$ cat src/rtl/dmem_arbiter.sv
// rtl/dmem_arbiter.sv - two-port round-robin arbiter in front of a single-ported data memory
module dmem_arbiter #(
    parameter int ADDR_W         = 32,
    parameter int DATA_W         = 32,
    parameter int MEM_DEPTH_LOG2 = 16
) (
    input  logic              clk,
    input  logic              rst,
    input  logic              m0_req,
    input  logic              m0_we,
    input  logic [ADDR_W-1:0] m0_addr,
    input  logic [DATA_W-1:0] m0_wdata,
    output logic              m0_gnt,
    output logic              m0_rvalid,
    output logic [DATA_W-1:0] m0_rdata,
    output logic              m0_err,
    input  logic              m1_req,
    input  logic              m1_we,
    input  logic [ADDR_W-1:0] m1_addr,
    input  logic [DATA_W-1:0] m1_wdata,
    output logic              m1_gnt,
    output logic              m1_rvalid,
    output logic [DATA_W-1:0] m1_rdata,
    output logic              m1_err,
    output logic              mem_we,
    output logic [ADDR_W-1:0] mem_a,
    output logic [DATA_W-1:0] mem_wd,
    input  logic [DATA_W-1:0] mem_rd
);

    localparam logic [1:0] S_IDLE   = 2'd0;
    localparam logic [1:0] S_ACCESS = 2'd1;
    localparam logic [1:0] S_RESP   = 2'd2;

    logic [1:0]        r_state;
    logic              r_last_grant;
    logic              r_owner;
    logic              r_we;
    logic [ADDR_W-1:0] r_addr;
    logic [DATA_W-1:0] r_wdata;
    logic [DATA_W-1:0] r_rdata;

    logic w_idle;
    logic w_access;
    logic w_resp;
    logic w_in_range;
    logic w_gnt0;
    logic w_gnt1;

    // No grant while reset is asserted, even in IDLE.
    assign w_idle   = (r_state == S_IDLE) && !rst;
    assign w_access = (r_state == S_ACCESS);
    assign w_resp   = (r_state == S_RESP);

    assign w_in_range = ((r_addr >> MEM_DEPTH_LOG2) == '0);

    // On a tie the port that did not win last time takes the grant.
    assign w_gnt0 = w_idle && m0_req && (!m1_req || r_last_grant);
    assign w_gnt1 = w_idle && m1_req && (!m0_req || !r_last_grant);

    assign m0_gnt = w_gnt0;
    assign m1_gnt = w_gnt1;

    always_ff @(posedge clk) begin
        if (rst) begin
            r_state      <= S_IDLE;
            r_last_grant <= 1'b1;
            r_owner      <= 1'b0;
            r_we         <= 1'b0;
            r_addr       <= '0;
            r_wdata      <= '0;
            r_rdata      <= '0;
        end else begin
            case (r_state)
                S_IDLE: begin
                    if (w_gnt0 || w_gnt1) begin
                        r_state      <= S_ACCESS;
                        r_owner      <= w_gnt1;
                        r_last_grant <= w_gnt1;
                        r_we         <= w_gnt1 ? m1_we    : m0_we;
                        r_addr       <= w_gnt1 ? m1_addr  : m0_addr;
                        r_wdata      <= w_gnt1 ? m1_wdata : m0_wdata;
                    end
                end
                S_ACCESS: begin
                    r_rdata <= (!r_we && w_in_range) ? mem_rd : '0;
                    r_state <= S_RESP;
                end
                S_RESP:  r_state <= S_IDLE;
                default: r_state <= S_IDLE;
            endcase
        end
    end

    assign mem_we = w_access && r_we && w_in_range && !rst;
    assign mem_a  = r_addr;
    assign mem_wd = r_wdata;

    assign m0_rvalid = w_resp && !r_owner;
    assign m1_rvalid = w_resp && r_owner;
    assign m0_rdata  = m0_rvalid ? r_rdata : '0;
    assign m1_rdata  = m1_rvalid ? r_rdata : '0;
    assign m0_err    = m0_rvalid && !w_in_range;
    assign m1_err    = m1_rvalid && !w_in_range;

endmodule

$ cat config.mk
export PLATFORM = sky130hd
export DESIGN_NAME = dmem_arbiter
export DESIGN_NICKNAME = d
export VERILOG_FILES = /design/src/rtl/dmem_arbiter.sv
export SDC_FILE = /design/constraint.sdc
export NUM_CORES = 1
export LEC_CHECK = 0
export BUFFER_PORTS_ARGS = -buffer_cell sky130_fd_sc_hd__buf_4
export CORE_AREA = 2 2 118 120
export CTS_BUF_LIST = sky130_fd_sc_hd__clkbuf_8
export DETAILED_ROUTE_END_ITERATION = 7
export DIE_AREA = 0 0 120 122
export PLACE_DENSITY = 0.71
export RECOVER_POWER = 25
export SLEW_MARGIN = 20
export SYNTH_ARGS = -nofsm -noshare
export SYNTH_HDL_FRONTEND = slang
export SYNTH_SLANG_ARGS = --single-unit
export TNS_END_PERCENT = 1
$ cat constraint.sdc
create_clock -name clk -period 4.2 [get_ports clk]
set_input_delay 0.84 -clock clk [delete_from_list [all_inputs] [get_ports clk]]
set_output_delay 0.84 -clock clk [all_outputs]
set_load 0.01 [all_outputs]
==> results.cfg, run 1 <==
[job]
cap_viol_max_count = 1

[yosys]
synth_warnings = 0
syn_area_per_cell_um2 = 8.81
ys.flop_type = dfxtp_1
netlist_area_um2 = 5070
syn_inst = 575
ys_ff_latch = 101
synth_edf_count = 0
syn_nets = 741
synth.distinct_cells = 26
async_reset_ff_share_pct = 0
yosysSeqAreaShare_pct = 39.9

[global_routing]
overflow = 0
grt_pass1_vias = 5557
grt_antenna_before_repair = 0
grt_pass1_wl_mm = 28.7
grtUsageTotal_pct = 24.2
grt_max_degree = 131

[cells_and_area]
layout_common_cells = 254 x buf_4, 101 x dfxtp_1
syn2layout_area_growth_pct = 44.4
fin_nets = 975
layout_commonest_cell = buf_4
final_layout_size_suffix_gt1_share_pct = 34.4
fill_cells = 1279

[pwr]
p_sw_uw = 718
clock_power_share_pct = 29.5
p_leak_nw = 2.89
p_seq_share_pct = 46.7
ir_drop_uv = 209
p_int_mw = 1.59
power_mw = 2.31
pwr-share-comb_pct = 23.7
netSwitchingFraction_pct = 31.1
p_per_area_nw_per_um2 = 315

[setup_path]
worstPathArrival_ns = 2.57
endpoint_kind = output port
path_class = input pin to output port
crit_path_end = m1_gnt
reg2reg_depth = 4
worstSetupStartpoint = rst
critPathMaxFanout = 32
required_ns = 3.36
cp-start-kind = input pin
r2r_slack_ns = 2.19
r2r-start = r_state[0]
r2r-end = mem_wd[3]

[hold_path]
hp-class = register to register

[drt]
vias = 5901
drc_errors = 0
drtIter0Drc = 367
firstDrtPassIters = 4
via_per_inst = 5.93
wl_per_cell_um = 18.8
antenna_left = 0
drt_wl_total_mm = 18.7

[clock_network]
h-tree-depth = 3
cts_sinks = 101
numCtsBuffers = 9
cts_resized = 0
clk_pin_slew_ns = 0.09
cts_root_buffer = clkbuf_8
cts_tree = done
cts_buffer_depth = 2
insertion_delay_ns = 0.37
post_cts_buffers = 0
cts.hold.buffers_added = 0

[floorplanning]
die_area_um2 = 14600
num_rows = 43
io_pins = 301
start_util_pct = 37.5
die_x_um = 120
core_um2 = 13500
die_y_um = 122

[timing]
max_freq_mhz = 293
max-slew-margin-rel_pct = -2.18
fin_worst_skew_ns = 0.0135
period_needed_ns = 3.41
hold_violations = 0
tns_ns = 0
rsz0062_at_grt = no
finalMaxSlewViolations = 33
finalSetupViolCount = 0
setup_slack_ns = 0.791
worstMarginPinSlew_ns = 1.53
timing.final.crit_share_pct = 81.2

[placement]
port_buffers = 300
routabilityCongestion = 0.829
hpwl_mm = 12.6
pre_cts_ws_ns = 1.39

[run_status]
status = finished with violations
violations = max-capacitance violations, max-slew violations
[through the flow]
step / hold WS (ns) / instance area (um2) / utilization, % / instances
CTS: 0.483 / 7540 / 55.8 / 994
global placement: 0.458 / 7320 / 54.2 / 978
finish: 0.478 / 7320 / 54.2 / 995
detailed placement: 0.462 / 7320 / 54.2 / 978
global route: 0.498 / 7320 / 54.2 / 994
floorplan: 0.447 / 5070 / - / 575
[worst min-delay path by stage]
stage	from	endpoint	slack, ns	depth (start not counted)
final	r_rdata[12]	r_rdata[12]	0.48	1
after detailed placement	r_rdata[12]	r_rdata[12]	0.46	1
after CTS	r_rdata[12]	r_rdata[12]	0.48	1
after global routing	r_rdata[24]	r_rdata[24]	0.50	1
after floorplan	r_rdata[0]	r_rdata[0]	0.45	1
after global placement	r_rdata[17]	r_rdata[17]	0.46	1
[cells by family after synthesis]
logic type	share of synthesized area, %
buf+inv	7.58
flops	39.9
compound gates	27.7
simple gates	24.8
[Yosys cell counts (all sizes together) (2+ instances only)]
cell type | instances | area, um2
nor2b | 4 | 25.0
nor3b | 2 | 15.0
nand4 | 65 | 407
a32o | 32 | 320
nor4 | 4 | 25.0
buf | 12 | 76.3
clkbuf | 78 | 293
inv | 4 | 15.0
a311oi | 65 | 569
and2 | 64 | 400
nor3 | 67 | 335
o31ai | 65 | 488
dfxtp | 101 | 2020
nand2b | 2 | 12.5
[power by group through the flow]
stage               Clock, mW  Sequential [mW]  Combinational, mW
floorplan                   0             1.11              0.273
detailed placement          0             1.10              0.587
CTS                     0.695             1.08              0.589
finish                  0.681             1.08              0.548
global placement            0             1.10              0.576
global route            0.730             1.09              0.593
[critical path: stages]
cell	delay (ns)
clkbuf_1	1.09
or3_1	0.31
or2_2	0.14
inv_1	0.04
buf_4	0.14
[flip-flops by register name (all words and copies together), names as in the netlist]
| name | count |
|---|---|
| mem_a | 32 |
| mem_wd | 32 |
| r_last_grant | 1 |
| r_owner | 1 |
| r_rdata | 32 |
| r_state | 2 |
| r_we | 1 |
[metal layers]
metal / wire [um] / GRT usage (%)
met1: 6980 / 28.8
met2: 9430 / 41.2
met3: 1770 / 5.99
met4: 514 / 11.2
met5: 0 / 0
[area by class of cell]
cell class | count | area (um2) | share of cell area [%]
diodes | 1 | 2.50 | 0.0342
clock buffers | 9 | 124 | 1.69
clock inverters | 7 | 90.1 | 1.23
inverters | 4 | 16.3 | 0.222
multi-input cells | 380 | 2690 | 36.8
flip-flops and latches | 101 | 2020 | 27.6
well taps | 180 | 225 | 3.08
repair buffers | 313 | 2140 | 29.3
Power figures use the tool's default switching activity.
==> run 2, diff against run 1 <==
ABC_AREA = 1   (was unset)
PLACE_DENSITY = 0.73   (was 0.71)
clock period = 2.9 ns   (was 4.2 ns; I/O delays follow)
==> results.cfg, run 2 <==
[drt]
wl_per_cell_um = 12.9
via_per_inst = 4.61
drtIter0Drc = 287
drc_errors = 0
antenna_left = 0
drt_wl_total_mm = 15.9
vias = 5686
firstDrtPassIters = 5

[cells_and_area]
diodes = 0
layout_commonest_cell = buf_4
layout_common_cells = 252 x buf_4, 207 x nor2_1, 203 x nand2_1, 101 x dfxtp_1, 88 x o21ai_0
syn2layout_area_growth_pct = 47.0
fin_cells = 1234
fin_nets = 1216
final_layout_size_suffix_gt1_share_pct = 26.2

[timing]
timing.final.crit_share_pct = 87.3
worstMarginPinSlew_ns = 0.960
tns_ns = 0
max_freq_mhz = 395
holdWs_ns = 0.436
finalMaxSlewViolations = 0
setup_slack_ns = 0.367
hold_violations = 0
max-slew-margin-rel_pct = 36.0
rsz0062_at_grt = no
finalSetupViolCount = 0
fin_worst_skew_ns = 0.00692
period_needed_ns = 2.53

[clock_network]
clk_pin_slew_ns = 0.09
h-tree-depth = 3
numCtsBuffers = 9
cts.hold.buffers_added = 0
insertion_delay_ns = 0.35
cts_tree = done
post_cts_buffers = 0
cts_resized = 0
cts_buffer_depth = 2
cts_sinks = 101
cts_root_buffer = clkbuf_8

[floorplanning]
start_util_pct = 36.5
die_y_um = 122
io_pins = 301
die_area_um2 = 14600
num_rows = 43
core_um2 = 13500
die_x_um = 120

[yosys]
synth_warnings = 0
ys.flop_type = dfxtp_1
synth_top_cells_by_area = dfxtp_1 41%, nor2_1 16%, nand2_1 15%, o21ai_0 8.9%, nand4_1 4.1%
yosysSeqAreaShare_pct = 41.0
ys_ff_latch = 101
synth_edf_count = 0
async_reset_ff_share_pct = 0
post-synth-top-count-cell = nor2_1
yosys.area.top_type_share_pct = 41.0
synth_top_cell_by_area = dfxtp_1
synth.distinct_cells = 22
synthTopCellsByCount = 209 x nor2_1, 203 x nand2_1, 101 x dfxtp_1
syn_nets = 953
syn_area_per_cell_um2 = 6.26
netlist_area_um2 = 4930
syn_inst = 787

[global_routing]
grt_max_degree = 67
grtUsageTotal_pct = 20.9
grt_pass1_vias = 5089
grt_pass1_wl_mm = 24.9
grt_antenna_before_repair = 0
overflow = 0

[pwr]
power_mw = 3.65
pwr-share-comb_pct = 25.8
ir_drop_uv = 265
p_seq_share_pct = 44.5
p_leak_nw = 3.47
p_per_area_nw_per_um2 = 503
netSwitchingFraction_pct = 30.4
clock_power_share_pct = 29.7
p_int_mw = 2.54
p_sw_mw = 1.11

[run_status]
status = completed

[setup_path]
worstPathArrival_ns = 1.95
critPathMaxFanout = 22
endpoint_kind = output port
worstSetupStartpoint = r_state[1]
cp-start-kind = register
required_ns = 2.32
r2r-start = r_state[1]
path_class = register to output port

[hold_path]
holdCritStartpoint = rst
hp-class = input pin to register

[placement]
pre_cts_ws_ns = 0.738
routabilityCongestion = 0.830
hpwl_mm = 11.4
placedCellCount = 1219
port_buffers = 300

[job]
cap_viol_max_count = 0
## run 2: changes by cell type after synthesis, moves of 65 or more
cell / delta
nor2_1: +209
nand2_1: +202
o21ai_0: +87
a311oi_1: -65
nor3_1: -65
## run 2: per-stage QoR
stage | area, um2 | util (%)
final | 7250 | 53.7
after global routing | 7250 | 53.7
after CTS | 7460 | 55.3
after detailed placement | 7220 | 53.4
after global placement | 7220 | 53.4
after floorplan | 4930 | -
## run 2: power by group through the flow
stage	Clock [mW]	Combinational (mW)	Sequential [mW]
5_1_grt	1.18	1.06	1.64
2_1_floorplan	0	0.509	1.69
3_5_place_dp	0	1.02	1.65
3_3_place_gp	0	1.02	1.65
6_report	1.08	0.942	1.62
4_1_cts	1.12	1.02	1.62
## run 2: logic make-up after synthesis
logic type      Yosys count  share of synthesized area, %
simple gates            451                          36.3
compound gates          131                          13.4
buf+inv                 104                          9.31
flops                   101                          41.0
## run 2: cell type report
cell class | instances | area, um2
multi-input combinational | 582 | 2450
inverter | 45 | 170
fill | 1478 | 6260
timing repair buffer | 311 | 2130
sequential | 101 | 2020
tap | 180 | 225
clock inverter | 4 | 95.1
clock buffer | 11 | 151
## run 2: path summary, 6_finish.rpt
path                                     to  slack [ns]  cells after the start
worst max-delay path            m0_rdata[2]        0.37                      6
worst min-delay path             r_state[1]        0.44                      2
worst max register to register         r_we        0.89                      6
worst min register to register      r_owner        0.49                      2
## run 2: critical path, cell delays in order (launching register included)
cell and delay (ns):
dfxtp_1 0.38, inv_1 0.08, nor3_1 0.19, inv_1 0.34, buf_4 0.31, nor2_1 0.15, buf_4 0.15
## run 2: routing by layer
metal  track usage, %  part of all wire [%]  up-vias
met5                0                     0        -
met4             6.32                   1.9        0
met3             5.52                   8.6       21
met2             35.7                    47      243
met1             25.7                    42     2424
li1                 -                     -     2998
==> run 3, diff against run 2 <==
--- a/config.mk
+++ b/config.mk
@@ -14,5 +14,4 @@
 export PLACE_DENSITY = 0.73
 export RECOVER_POWER = 25
-export SLEW_MARGIN = 20
 export SYNTH_ARGS = -nofsm -noshare
 export SYNTH_HDL_FRONTEND = slang
==> constraint.sdc (replaced) <==
create_clock -name clk -period 2.9 [get_ports clk]
set_input_delay 0.29 -clock clk [delete_from_list [all_inputs] [get_ports clk]]
set_output_delay 0.29 -clock clk [all_outputs]
set_load 0.01 [all_outputs]
==> results.cfg, run 3 (same netlist as run 2, synthesis figures left out) <==
[timing]
finalMaxSlewViolations = 0
period_needed_ns = 2.27
max_freq_mhz = 441
max-slew-margin-rel_pct = 24.9
tns_ns = 0
worstMarginPinSlew_ns = 1.13
holdWs_ns = 0.131
hold_violations = 0
rsz0062_at_grt = no
timing.final.crit_share_pct = 78.2
finalSetupViolCount = 0
setup_slack_ns = 0.631
fin_worst_skew_ns = 0.0102

[global_routing]
grt_max_degree = 67
grt_pass1_vias = 5165
overflow = 0
grt_antenna_before_repair = 0
grt_pass1_wl_mm = 25.0
grtUsageTotal_pct = 21.1

[drt]
drtIter0Drc = 367
drt_wl_total_mm = 16.2
drc_errors = 0
wl_per_cell_um = 13.1
via_per_inst = 4.72
vias = 5816
firstDrtPassIters = 4
antenna_left = 0

[pwr]
ir_drop_uv = 208
p_per_area_nw_per_um2 = 489
p_leak_nw = 3.45

[clock_network]
clk_pin_slew_ns = 0.10
numCtsBuffers = 9
h-tree-depth = 3
post_cts_buffers = 0
insertion_delay_ns = 0.36
cts_root_buffer = clkbuf_8
cts.hold.buffers_added = 0
cts_buffer_depth = 2
cts_tree = done
cts_sinks = 101
cts_resized = 0

[setup_path]
worstPathCellList = inv_1, nor3_1, inv_1, nor2_1, buf_4
worstPathArrival_ns = 1.98
max_stage_delay_ns = 0.47
critPathMaxFanout = 33
required_ns = 2.61
endpoint_kind = output port
cp_top_family = buffers and inverters
path_buf_inv = 3
path_class = register to output port
cp-start-kind = register
cp_common_cell = inv_1
cpMaxStageDelayCell = inv_1

[placement]
port_buffers = 300
routabilityCongestion = 0.814
hpwl_mm = 11.6
pre_cts_ws_ns = 1.02

[cells_and_area]
layout_common_cells = 250 x buf_4, 207 x nor2_1, 203 x nand2_1, 101 x dfxtp_1, 88 x o21ai_0
syn2layout_area_growth_pct = 46.0
diodes = 0
fin_util_pct = 53.3
final_layout_size_suffix_gt1_share_pct = 26.0
fin_nets = 1214
fill_cells = 1491
layout_commonest_cell = buf_4

[floorplanning]
core_um2 = 13500
die_x_um = 120
die_y_um = 122
start_util_pct = 36.5
io_pins = 301
num_rows = 43
die_area_um2 = 14600

[run_status]
status = completed

[job]
cap_viol_max_count = 0

[hold_path]
hp-class = input pin to register
-- run 3: cell count changes in the layout (fill, tap and decap cells not counted) --
cell / delta
clkbuf_8: +1
buf_4: -2
clkinvlp_4: +1
inv_2: +1
inv_1: +1
bufinv_16: -2
clkinv_2: -1
-- run 3: area by class of cell --
type	count	area, um2	area share, %
Inverter	45	169	2.35
Tap cell	180	225	3.13
Multi-Input combinational cell	582	2450	34.1
Clock buffer	12	165	2.30
Timing Repair Buffer	309	2110	29.4
Clock inverter	4	46.3	0.643
Sequential cell	101	2020	28.1
-- run 3: power by group --
part | leakage (nW) | switching, mW | total, mW | internal [mW]
sequential | 0.832 | 0.0790 | 1.62 | 1.54
combinational | 2.51 | 0.564 | 0.941 | 0.378
clock | 0.110 | 0.486 | 0.953 | 0.466
-- run 3: path summary, 6_finish.rpt --
path | slack [ns] | end | from | depth (start not counted)
setup / recovery | 0.63 | m0_rdata[11] | r_state[1] | 5
hold / removal | 0.13 | r_state[1] | rst | 2
setup reg to reg | 1.10 | mem_wd[7] | r_state[0] | 6
hold reg to reg | 0.49 | r_owner | r_owner | 2
-- run 3: routing by layer --
metal  vias to the layer above  part of all wire, %  GRT usage (%)
met5                         -                    0              0
met4                         0                  2.4           7.72
met3                        28                  8.1           5.76
met2                       225                   48           36.3
met1                      2572                   42           25.3
li1                       2991                    -              -
-- run 3: through the flow --
stage	instances	cell area (um2)	power [mW]
global route	1233	7200	3.74
floorplan	787	4930	2.20
CTS	1233	7410	3.62
finish	1233	7200	3.52
global placement	1217	7200	2.66
detailed placement	1217	7200	2.67
